## src/rtl/uart_rx.sv

```systemverilog
`default_nettype none
// ============================================================================
// Module      : uart_rx
// Description : 8N1 UART receiver. Samples the serial line at mid-bit and
//               recovers one byte per frame, LSB first. Each recovered byte
//               is presented with a one-cycle done strobe, and frames whose
//               stop bit reads 0 are flagged.
// Ports       :
//   clock        in   1  system clock, rising edge
//   reset        in   1  synchronous, active-high reset
//   rx           in   1  asynchronous serial input, idles high
//   readdata     out  8  last received byte
//   done         out  1  one-cycle pulse, readdata/frame_error valid from it
//   active       out  1  high while a frame is in progress (START..STOP)
//   frame_error  out  1  stop bit of the last frame sampled 0
// Revision    : 1.0  initial release
// ============================================================================
module uart_rx #(
  parameter int unsigned uart_clock_bit = 5208  // clock cycles per bit, >= 4
) (
  input  logic       clock,
  input  logic       reset,
  input  logic       rx,
  output logic [7:0] readdata,
  output logic       done,
  output logic       active,
  output logic       frame_error
);

  localparam int unsigned HALF  = uart_clock_bit / 2;
  localparam int unsigned CNT_W = $clog2(uart_clock_bit);

  localparam logic [2:0] S_IDLE  = 3'd0;
  localparam logic [2:0] S_START = 3'd1;
  localparam logic [2:0] S_DATA  = 3'd2;
  localparam logic [2:0] S_STOP  = 3'd3;
  localparam logic [2:0] S_BREAK = 3'd4;

  logic [2:0]       state;
  logic [2:0]       state_next;
  logic             rx_meta;
  logic             rx_s;
  logic             rx_prev;
  logic [1:0]       flush;
  logic             armed;
  logic [CNT_W-1:0] cnt;
  logic [2:0]       bit_idx;
  logic [7:0]       shift;
  logic             start_edge;
  logic             half_tick;
  logic             bit_tick;

  // --------------------------------------------------------------------------
  // Input conditioning
  // --------------------------------------------------------------------------
  always_ff @(posedge clock) begin
    if (reset) begin
      rx_meta <= 1'b1;
      rx_s    <= 1'b1;
      rx_prev <= 1'b1;
    end else begin
      rx_meta <= rx;
      rx_s    <= rx_meta;
      rx_prev <= rx_s;
    end
  end

  // The synchronizer comes out of reset holding 1s, so a line that is low at
  // reset release would look like a falling edge. flush marks when rx_s holds
  // a genuine line sample; armed is only set once that genuine sample is high,
  // so a start edge requires the line to have really been seen idle first.
  always_ff @(posedge clock) begin
    if (reset) begin
      flush <= 2'b00;
      armed <= 1'b0;
    end else begin
      flush <= {flush[0], 1'b1};
      armed <= armed | (flush[1] & rx_s);
    end
  end

  assign start_edge = armed & rx_prev & ~rx_s;
  assign half_tick  = (cnt == CNT_W'(HALF - 1));
  assign bit_tick   = (cnt == CNT_W'(uart_clock_bit - 1));

  // --------------------------------------------------------------------------
  // FSM: state register
  // --------------------------------------------------------------------------
  always_ff @(posedge clock) begin
    if (reset) begin
      state <= S_IDLE;
    end else begin
      state <= state_next;
    end
  end

  // --------------------------------------------------------------------------
  // FSM: next-state logic
  // --------------------------------------------------------------------------
  always_comb begin
    state_next = state;
    case (state)
      S_IDLE: begin
        if (start_edge) state_next = S_START;
      end
      S_START: begin
        // A line back high at mid start bit was a glitch.
        if (half_tick) state_next = rx_s ? S_IDLE : S_DATA;
      end
      S_DATA: begin
        if (bit_tick && (bit_idx == 3'd7)) state_next = S_STOP;
      end
      S_STOP: begin
        // Leaving at mid stop bit lets a start bit right after it be caught.
        if (bit_tick) state_next = rx_s ? S_IDLE : S_BREAK;
      end
      S_BREAK: begin
        if (rx_s) state_next = S_IDLE;
      end
      default: state_next = S_IDLE;
    endcase
  end

  // --------------------------------------------------------------------------
  // FSM: outputs
  // --------------------------------------------------------------------------
  always_comb begin
    active = 1'b0;
    case (state)
      S_START, S_DATA, S_STOP: active = 1'b1;
      default:                 active = 1'b0;
    endcase
  end

  // --------------------------------------------------------------------------
  // Bit timing and data path
  // --------------------------------------------------------------------------
  always_ff @(posedge clock) begin
    if (reset) begin
      cnt     <= '0;
      bit_idx <= 3'd0;
      shift   <= 8'h00;
    end else begin
      case (state)
        S_START: begin
          cnt     <= half_tick ? '0 : cnt + 1'b1;
          bit_idx <= 3'd0;
        end
        S_DATA: begin
          cnt <= bit_tick ? '0 : cnt + 1'b1;
          if (bit_tick) begin
            shift[bit_idx] <= rx_s;
            bit_idx        <= bit_idx + 1'b1;
          end
        end
        S_STOP: begin
          cnt <= bit_tick ? '0 : cnt + 1'b1;
        end
        default: begin
          cnt <= '0;
        end
      endcase
    end
  end

  // Results are registered off the stop-bit sample, so they appear together
  // with done one cycle after that sample and then hold until the next frame.
  always_ff @(posedge clock) begin
    if (reset) begin
      done        <= 1'b0;
      readdata    <= 8'h00;
      frame_error <= 1'b0;
    end else begin
      done <= (state == S_STOP) && bit_tick;
      if ((state == S_STOP) && bit_tick) begin
        readdata    <= shift;
        frame_error <= ~rx_s;
      end
    end
  end

endmodule
`default_nettype wire

```

## config.mk

```make
export PLATFORM = sky130hd
export DESIGN_NAME = uart_rx
export DESIGN_NICKNAME = d
export VERILOG_FILES = /design/src/rtl/uart_rx.sv
export SDC_FILE = /design/constraint.sdc
export NUM_CORES = 1
export LEC_CHECK = 0
export BUFFER_PORTS_ARGS = -buffer_cell sky130_fd_sc_hd__buf_2
export CAP_MARGIN = 25
export CORE_UTILIZATION = 56
export CTS_CLUSTER_DIAMETER = 50
export DETAILED_ROUTE_END_ITERATION = 16
export MAX_ROUTING_LAYER = met4
export PLACE_DENSITY = 0.75
export SLEW_MARGIN = 20
export SYNTH_ARGS = -nofsm -noshare
export SYNTH_HDL_FRONTEND = slang
export SYNTH_SLANG_ARGS = --single-unit
```

## constraint.sdc

```tcl
create_clock -name clock -period 2.4 [get_ports clock]
set_input_delay 0.12 -clock clock [delete_from_list [all_inputs] [get_ports clock]]
set_output_delay 0.12 -clock clock [all_outputs]
set_load 0.005 [all_outputs]
```

==> metrics <==
part of the power in the clock network=39.3%; Compound-Gate Fraction of Synth Area=12.3%; DR WL/cell=13.9 um; Peak Freq=0.496 GHz; max_slew headroom=61.3%; DRT iter0 DRCs=92; min-delay worst type=in2reg; sum of negative setup slack=0 ns; mux cell area share after synthesis=3.98%; Core Area=0.00339 mm^2; number of synthesized flops with an enable pin=0; CTS resizes=0; Post-Synth Simple-Gate Area=30.0%; reg2reg setup slack=0.38 ns; commonest non-fill, non-tap cell in the layout=dfxtp_1; reg-to-reg endpoint=readdata[1]$_SDFFE_PP0P_; maxcap violations=0; Hold Slack=0.191 ns; syn_area_per_cell=9.15 um^2; Final #Nets=235; Max Slew Vio Count=0; logic gate share of total power=1.3%; Clk Latency, worst-skew pair=0.36 ns; Yosys reg bits=43; main combinational cell family by area after synthesis=simple AND/OR/NAND/NOR gates; Final GP Congestion=0.897; clock slew at reported path FFs=0.13 ns; startpoint types=flip-flop; area of the mapped netlist=0.00201 mm^2; pin slew with the least headroom to its limit=0.579 ns; Detail Placement HPWL=2.65 mm; Ant. Diodes=0; post-layout total power=1.22 mW; Psw=0.247 mW; WP data arrival=2.25 ns; synth unique cells=48; clock buffer depth=2; Design Area, Final=0.00217 mm^2; largest net degree at the start of global routing=30; initial antenna violation count=0; htree depth=2; first-pass GRT wire length=6.42 mm; Pre-antenna DRT Iters=4; critical path endpoint=readdata[1]$_SDFFE_PP0P_; PnR worst setup slack=0.383 ns; Net Sw Frac=20.3%; sequential fraction of design power=59.4%; RSZ-0062 raised after global routing=false; syn_nets=226; CTS Root Cell=clkbuf_4; Crit. End Element=flip-flop; Pleak=0.775 nW; reg2reg start=cnt[0]$_SDFF_PP0_; status=finished, final reports clean; xor/xnor share of the synthesized area=4.79%; peak supply drop=0.000423 V; Site Rows=21; vias per cell=5.75; Finished Layout Cells=276; placed cell area=0.00208 mm^2; Period minus WS final=2.02 ns; Total Routing Usage GR=23.7%; Die Span Y=62.0 um; skew final=0.0118 ns; clock sink count=43; Antenna Nets Post-Route=0; Initial Util=59.4%; vias in the first global route=1378; commonest non-fill, non-tap cells in the layout=dfxtp_1, nor2_1, a21oi_1, buf_2, nand4_1; Setup Viol. Count Final=0; Synth-to-Final Area Change=7.89%; Crit. Startpoint=cnt[0]$_SDFF_PP0_; CP required=2.64 ns; placed instance count=267; Seq/Total Area, Yosys=42.8%; Synth Area in Adders=1.86%; total die area=0.00384 mm^2; die width=62.0 um; share of cells above drive strength 1=17.0%; routed vias=1586; final period utilization=84.0%; DRC=0; crit-path max FO=8; ys async rst share=0%; worst-case reg-to-reg path depth=6; port buffer count=13; YS warnings=0; pwr dens=561 mW/mm^2; cts bufs inserted=5; Int Pwr=0.971 mW; CTS tree=done; Finished Core Util=64.1%; critical path class=reg2reg; pre-CTS setup slack=0.391 ns; io pins=14; Routed Wire Length=3.84 mm; Final Hold Fails=0; gr ovfl total=0; cell count after synthesis=220; Synth Flop Type=dfxtp_1
[registers in the layout, indices dropped and copies added (netlist names)]
register / count
flush: 2
bit_idx: 3
state: 3
rx_meta: 1
frame_error: 1
armed: 1
done: 1
rx_prev: 1
rx_s: 1
readdata: 8
cnt: 13
shift: 8
[Yosys cell counts, drive strengths merged, types with 3 or more instances]
master	n	share of area, %
nor4	3	0.93
nand3	8	2.0
mux2i	8	4.0
nor3	3	0.99
nand4	12	3.7
o41ai	3	1.3
clkbuf	6	1.2
and4bb	4	3.0
nand2	7	1.3
xor2	3	1.3
ha	3	1.9
nor2b	4	1.2
nand2b	4	1.2
buf	7	2.2
inv	5	0.93
xnor2	8	3.5
dfxtp	43	43
nor2	32	6.0
or2	5	1.6
o21ai	10	2.5
a21oi	17	4.2
[worst min-delay path by stage]
stage | startpoint | endpoint | slack, ns | cells after the start
2_1_floorplan | reset | flush[0]$_DFF_P_ | 0.21 | 1
3_3_place_gp | rx | rx_meta$_SDFF_PP1_ | 0.31 | 2
3_5_place_dp | rx | rx_meta$_SDFF_PP1_ | 0.31 | 2
4_1_cts | reset | readdata[4]$_SDFFE_PP0P_ | 0.19 | 2
5_1_grt | reset | readdata[1]$_SDFFE_PP0P_ | 0.22 | 2
6_report | reset | readdata[4]$_SDFFE_PP0P_ | 0.19 | 2
[cell type report]
type	count	area [um^2]
Clock buffer	6	51.3
Clock inverter	2	35.0
Fill cell	302	1220
Inverter	5	18.8
Multi-Input combinational cell	159	1070
Sequential cell	43	861
Tap cell	46	57.6
Timing Repair Buffer	15	82.6
[critical path, stage by stage, from the launching register on]
cell,delay [ns]
dfxtp_1,0.41
ha_1,0.34
and4bb_4,0.33
nand4_1,0.28
buf_4,0.29
mux2i_1,0.20
nor2_1,0.05
[logic make-up (layout without fill, tap and decap cells)]
family / Yosys count / in the layout
AOI/OAI and AO/OA: 38 / 38
xor gates and xnor gates: 11 / 11
adders and majority gates: 3 / 3
buffers and inverters: 18 / 28
DFF: 43 / 43
muxes: 8 / 8
and+or+nand+nor: 99 / 99
[repair_timing]
| action | in CTS | in global routing |
|---|---|---|
| hold buffers | 1 | 0 |
| buffers inserted | 0 | 0 |
| endpoints found under the hold margin | 1 | 0 |
[per-layer routing]
| metal | wire, um | vias up | track usage [%] | share of wire, % |
|---|---|---|---|---|
| met5 | 0 | - | - | 0 |
| met4 | 53 | 0 | 6.67 | 1.4 |
| met3 | 150 | 6 | 6.83 | 3.9 |
| met2 | 1710 | 20 | 34.7 | 44 |
| met1 | 1930 | 751 | 31.9 | 50 |
| li1 | - | 809 | - | - |
[power by group through the flow]
stage / sequential, mW / clock (mW) / combinational, mW
after global routing: 0.724 / 0.513 / 0.0185
after global placement: 0.739 / 0 / 0.0155
after floorplan: 0.736 / 0 / 0.0136
after CTS: 0.723 / 0.488 / 0.0167
final: 0.723 / 0.479 / 0.0164
after detailed placement: 0.739 / 0 / 0.0156
Power figures use the tool's default switching activity.
